## src/rtl/conv_pkg.sv

```systemverilog
// Shared constants and state encoding for the convolution input sequencer.
// NOUT is derived so the window count follows any DEPTH/KSIZE/STRIDE change.
package conv_pkg;
   localparam int DW     = 16;
   localparam int AW     = 5;
   localparam int DEPTH  = 19;
   localparam int KSIZE  = 3;
   localparam int STRIDE = 1;
   localparam int NOUT   = (DEPTH - KSIZE) / STRIDE + 1;
   localparam int TW     = (KSIZE > 1) ? $clog2(KSIZE) : 1;

   typedef enum logic [1:0] {
      IDLE = 2'd0,
      LOAD = 2'd1,
      CONV = 2'd2
   } state_t;
endpackage

```

## src/rtl/conv_win_addr_gen.sv

```systemverilog
// Window/tap counters for replay: produces the RAM read address, tap flags
// and whether any taps remain in the frame.
module conv_win_addr_gen
   import conv_pkg::*;
(
   input  logic          clk,
   input  logic          rst_n,
   input  logic          i_clear,
   input  logic          i_issue,
   output logic [AW-1:0] o_raddr,
   output logic [AW-1:0] o_pos,
   output logic          o_first,
   output logic          o_last,
   output logic          o_more
);
   logic [AW-1:0] r_pos;
   logic [TW-1:0] r_tap;
   logic          w_tap_end;

   assign w_tap_end = (r_tap == TW'(KSIZE - 1));

   always_ff @(posedge clk or negedge rst_n) begin
      if (!rst_n) begin
         r_pos <= '0;
         r_tap <= '0;
      end else if (i_clear) begin
         r_pos <= '0;
         r_tap <= '0;
      end else if (i_issue) begin
         if (w_tap_end) begin
            r_tap <= '0;
            r_pos <= r_pos + AW'(1);
         end else begin
            r_tap <= r_tap + TW'(1);
         end
      end
   end

   assign o_raddr = AW'(int'(r_pos) * STRIDE + int'(r_tap));
   assign o_pos   = r_pos;
   assign o_first = (r_tap == '0);
   assign o_last  = w_tap_end;
   // r_pos reaching NOUT marks the frame as fully issued
   assign o_more  = (r_pos < AW'(NOUT));
endmodule

```

## src/rtl/conv_input_sequencer.sv

```systemverilog
// Loads one frame into the input sample RAM, then replays it as sliding
// windows to the MAC, absorbing the RAM's one-cycle read latency.
//
// state | meaning
// IDLE  | waiting for start, all counters cleared
// LOAD  | accepting DEPTH samples from upstream into the RAM
// CONV  | issuing window taps to the MAC until the last one is accepted
module conv_input_sequencer
   import conv_pkg::*;
(
   input  logic          clk,
   input  logic          rst_n,
   input  logic          start,
   input  logic          in_valid,
   input  logic [DW-1:0] in_data,
   output logic          in_ready,
   output logic          ram_we,
   output logic [AW-1:0] ram_waddr,
   output logic [DW-1:0] ram_wdata,
   output logic          ram_re,
   output logic [AW-1:0] ram_raddr,
   input  logic [DW-1:0] ram_rdata,
   output logic          out_valid,
   output logic [DW-1:0] out_data,
   output logic          out_first,
   output logic          out_last,
   output logic [AW-1:0] out_pos,
   input  logic          out_ready,
   output logic          busy,
   output logic          done
);
   state_t        r_state;
   logic [AW-1:0] r_wcnt;
   logic          r_out_valid;
   logic          r_out_first;
   logic          r_out_last;
   logic [AW-1:0] r_out_pos;
   logic          r_done;

   logic          w_in_ready;
   logic          w_we;
   logic          w_issue;
   logic          w_accept;
   logic          w_final;
   logic          w_load_end;
   logic [AW-1:0] w_raddr;
   logic [AW-1:0] w_pos;
   logic          w_first;
   logic          w_last;
   logic          w_more;

   assign w_in_ready = (r_state == LOAD);
   assign w_we       = in_valid & w_in_ready;
   assign w_load_end = w_we & (r_wcnt == AW'(DEPTH - 1));
   // Output slot is free when empty or being drained this cycle
   assign w_issue    = (r_state == CONV) & w_more & (~r_out_valid | out_ready);
   assign w_accept   = r_out_valid & out_ready;
   assign w_final    = w_accept & r_out_last & (r_out_pos == AW'(NOUT - 1));

   conv_win_addr_gen u_addr_gen (
      .clk     (clk),
      .rst_n   (rst_n),
      .i_clear (r_state == IDLE),
      .i_issue (w_issue),
      .o_raddr (w_raddr),
      .o_pos   (w_pos),
      .o_first (w_first),
      .o_last  (w_last),
      .o_more  (w_more)
   );

   always_ff @(posedge clk or negedge rst_n) begin
      if (!rst_n) begin
         r_state <= IDLE;
      end else begin
         case (r_state)
            IDLE:    if (start) r_state <= LOAD;
            LOAD:    if (w_load_end) r_state <= CONV;
            CONV:    if (w_final) r_state <= IDLE;
            default: r_state <= IDLE;
         endcase
      end
   end

   always_ff @(posedge clk or negedge rst_n) begin
      if (!rst_n) begin
         r_wcnt <= '0;
      end else if (r_state == IDLE) begin
         r_wcnt <= '0;
      end else if (w_we) begin
         r_wcnt <= r_wcnt + AW'(1);
      end
   end

   always_ff @(posedge clk or negedge rst_n) begin
      if (!rst_n) begin
         r_out_valid <= 1'b0;
         r_out_first <= 1'b0;
         r_out_last  <= 1'b0;
         r_out_pos   <= '0;
      end else if (w_issue) begin
         r_out_valid <= 1'b1;
         r_out_first <= w_first;
         r_out_last  <= w_last;
         r_out_pos   <= w_pos;
      end else if (w_accept) begin
         r_out_valid <= 1'b0;
         r_out_first <= 1'b0;
         r_out_last  <= 1'b0;
         r_out_pos   <= '0;
      end
   end

   always_ff @(posedge clk or negedge rst_n) begin
      if (!rst_n) r_done <= 1'b0;
      else        r_done <= w_final;
   end

   assign in_ready  = w_in_ready;
   assign ram_we    = w_we;
   assign ram_waddr = r_wcnt;
   assign ram_wdata = in_data;
   assign ram_re    = w_issue;
   assign ram_raddr = w_raddr;
   assign out_valid = r_out_valid;
   assign out_data  = ram_rdata;
   assign out_first = r_out_first;
   assign out_last  = r_out_last;
   assign out_pos   = r_out_pos;
   assign busy      = (r_state != IDLE);
   assign done      = r_done;
endmodule
```

## config.mk

```make
export PLATFORM = sky130hd
export DESIGN_NAME = conv_input_sequencer
export DESIGN_NICKNAME = d
export VERILOG_FILES = /design/src/rtl/conv_pkg.sv /design/src/rtl/conv_win_addr_gen.sv /design/src/rtl/conv_input_sequencer.sv
export SDC_FILE = /design/constraint.sdc
export NUM_CORES = 1
export LEC_CHECK = 0
export BUFFER_PORTS_ARGS = -buffer_cell sky130_fd_sc_hd__buf_2
export CORE_AREA = 2 2 61 63
export CTS_BUF_LIST = sky130_fd_sc_hd__clkbuf_4
export CTS_CLUSTER_SIZE = 28
export DETAILED_ROUTE_END_ITERATION = 8
export DIE_AREA = 0 0 63 65
export GPL_TIMING_DRIVEN = 0
export PLACE_DENSITY = 0.79
export SLEW_MARGIN = 20
export SYNTH_ARGS = -nofsm -noshare
export SYNTH_HDL_FRONTEND = slang
export SYNTH_SLANG_ARGS = --single-unit
```

## constraint.sdc

```tcl
create_clock -name clk -period 1.9 [get_ports clk]
set_input_delay 0.285 -clock clk [delete_from_list [all_inputs] [get_ports clk]]
set_output_delay 0.285 -clock clk [all_outputs]
set_load 0.02 [all_outputs]
```

==> results.py <==
metrics = {
    "sta": {
        "final_hold_viol_count": 0,
        "worst_pin_slew_ns": 0.527,
        "setup_viol": 3,
        "finalMaxSlewViolations": 0,
        "timing.fmax_mhz": 505,
        "layout_setup_ws_ns": -0.0794,
        "min_period_over_period_pct": 104,
        "slew_headroom_pct": 64.9,
        "grt_setup_unrepaired": "true",
        "fin_skew_ns": 0.0123,
        "min_period_ns": 1.98,
    },
    "grt": {
        "grt_max_degree": 24,
        "grt_pass1_vias": 1073,
        "grt_pass1_wl_um": 4800,
        "grt_use_total_pct": 14.6,
        "antenna_found_initial": 0,
        "grt-ovfl-total": 0,
    },
    "outcome": {
        "outcome": "finished, violations left",
        "violations": "setup timing",
    },
    "logic_synthesis": {
        "synth_top_area_share_pct": 40.9,
        "synth-xor-area-share_pct": 3.73,
        "yosys.area.top_type": "dfrtp_1",
        "synth.most_common_cell": "buf_4",
        "netlist_top_cells_area": "dfrtp_1 (41%), buf_4 (18%), ha_1 (4.4%), a22o_1 (3.7%), nand2_1 (2.9%)",
        "syn-num-nets": 184,
        "synthArstFlopShare_pct": 100,
        "ys_seq_area_share_pct": 40.9,
        "ys_top_cells_by_count": "buf_4 (33), dfrtp_1 (23), nand2_1 (11), inv_1 (8), o21ai_0 (8)",
        "ys_ff_latch": 23,
        "avgSynthCellArea_sq_um": 9.99,
        "yosysWarnings": 0,
        "synth_adder_area_share_pct": 5.86,
        "synth-edff-count": 0,
        "syn_inst": 141,
        "synth.distinct_cells": 33,
        "synth_ff_type": "dfrtp_1",
        "synth_top_family_by_area": "buffers and inverters",
        "netlist_area_sq_um": 1410,
        "synthSimpleGateAreaFrac_pct": 14.7,
        "synth-compound-area-share_pct": 14.2,
        "synthMuxAreaShare_pct": 0.710,
    },
    "placed_design": {
        "routabilityCongestion": 0.786,
        "dpl.cell_count": 248,
        "port-buffer-count": 59,
        "dp_slack_ns": -0.0764,
        "hpwl_um": 2210,
        "place_area_sq_um": 1760,
    },
    "detailed_routing": {
        "routed_via_density": 4.59,
        "vias": 1206,
        "first_pass_iters": 4,
        "wl_per_cell_um": 11.5,
        "drc": 0,
        "ant_nets": 0,
        "routed_wl_um": 3010,
        "drt-initial-drc-count": 38,
    },
    "clocking": {
        "clk_latency_ns": 0.30,
        "clock_path_buffers": 2,
        "cts.sinks": 23,
        "cts_tree": "done",
        "htree_levels": 1,
        "path_clk_slew_ns": 0.13,
        "cts_buffers": 3,
        "root_buffer": "clkbuf_4",
    },
    "finish": {
        "final.fill_count": 324,
        "design_area_sq_um": 1940,
        "n_antenna_cell": 0,
        "fin_cells": 263,
        "nets": 259,
        "syn_to_final_growth_pct": 38.0,
        "post_route_cells_drive_above_1_share_pct": 56.7,
    },
    "flow_run": {
        "max_cap_violations": 0,
    },
    "worst_setup_path": {
        "crit_path_start_kind": "register",
        "critPathMaxFanout": 3,
        "r2r_setup_slack_ns": 0.03,
        "crit_arrival_ns": 1.69,
        "path_class": "reg -> out",
        "cp-end-kind": "primary output",
        "required_ns": 1.62,
    },
    "floorplanning": {
        "start_util_pct": 40.3,
        "rows": 22,
        "core_sq_um": 3500,
        "fp.dieW_um": 63,
        "die_area_sq_um": 4100,
        "io-pin-count": 92,
        "fp.dieH_um": 65,
    },
    "pwr": {
        "power.density_nw_per_um2": 744,
        "p_leak_nw": 1.07,
        "ir_drop_mv": 0.499,
    },
    "hold_path": {
        "min_path_type": "in -> reg",
    },
}
[cell type report]
| cell class | instances | area [sq um] | area share [%] |
|---|---|---|---|
| Multi-Input combinational cell | 76 | 586 | 30.1 |
| Sequential cell | 23 | 579 | 29.8 |
| Timing Repair Buffer | 72 | 419 | 21.6 |
| Buffer | 32 | 240 | 12.4 |
| Tap cell | 48 | 60.1 | 3.09 |
| Clock buffer | 4 | 30.0 | 1.54 |
| Inverter | 8 | 30.0 | 1.54 |
[sequential cells by signal (all words and copies together) (netlist names)]
name and count:
done 1, out_first 1, out_last 1, out_pos 5, out_valid 1, r_state 2
ram_waddr 5, u_addr_gen.o_pos 5, u_addr_gen.r_tap 2
[logic make-up (layout without fill, tap and decap cells)]
kind of cell	Yosys count	count (layout)
DFF	23	23
muxes	1	1
buffers and inverters	42	116
and+or+nand+nor	37	37
adders and majority gates	6	6
AOI/OAI and AO/OA	26	26
xor gates and xnor gates	6	6
[layout by cell type, fill, tap and decap left out, drive strengths merged, types with 3 or more instances in the layout]
master  synthesis  layout
a21oi           3       3
a22o            6       6
buf            33     103
clkbuf          1       4
dfrtp          23      23
ha              5       5
inv             8       8
nand2          11      11
nand3           4       4
nor2            7       7
o21ai           8       8
xor2            4       4
[worst max-delay path, cell delays in order (launching register included)]
cell     delay [ns]
dfrtp_2        0.43
ha_4           0.15
inv_2          0.03
fa_2           0.34
buf_4          0.14
xnor2_1        0.12
buf_4          0.16
[layer usage]
layer  up-vias  part of all wire, %  track usage (%)
li1        602                    -                -
met5         -                    0                0
met2        42                   49             25.4
met3         2                  5.9             2.95
met1       560                   45             18.9
met4         0                 0.40             2.50
[repair_timing]
action	CTS	global route
hold endpoints to repair	23	0
buffers inserted	8	4
gates resized for setup	12	9
pin swaps	3	1
hold buffers	1	0
endpoints found under the setup margin	5	7
[stage by stage]
stage	power, mW	hold slack, ns	util [%]	setup TNS (ns)
CTS	1.46	0.200	54.0	-0.0688
floorplan	1.02	-0.0106	-	0
global route	1.55	0.206	55.6	-0.441
finish	1.45	0.205	55.6	-0.157
global placement	1.21	0.287	50.5	-0.0423
detailed placement	1.22	0.293	50.5	-0.0764
[worst paths after layout]
kind	from	depth (start not counted)	endpoint
worst max-delay path	u_addr_gen.o_pos[0]$_DFFE_PN0P_	6	ram_raddr[2]
worst min register to register	out_first$_DFFE_PN0P_	1	out_first$_DFFE_PN0P_
worst max register to register	u_addr_gen.o_pos[0]$_DFFE_PN0P_	6	out_last$_DFFE_PN0P_
min in group asynchronous	rst_n	2	u_addr_gen.o_pos[2]$_DFFE_PN0P_
max in group asynchronous	rst_n	2	u_addr_gen.r_tap[1]$_DFFE_PN0P_
worst min-delay path	start	2	r_state[0]$_DFFE_PN0P_
[power breakdown]
part	internal, mW	switching, mW
logic	0.216	0.349
registers	0.565	0.0784
clock network	0.0960	0.141
total	0.878	0.569
Power figures use the tool's default switching activity.
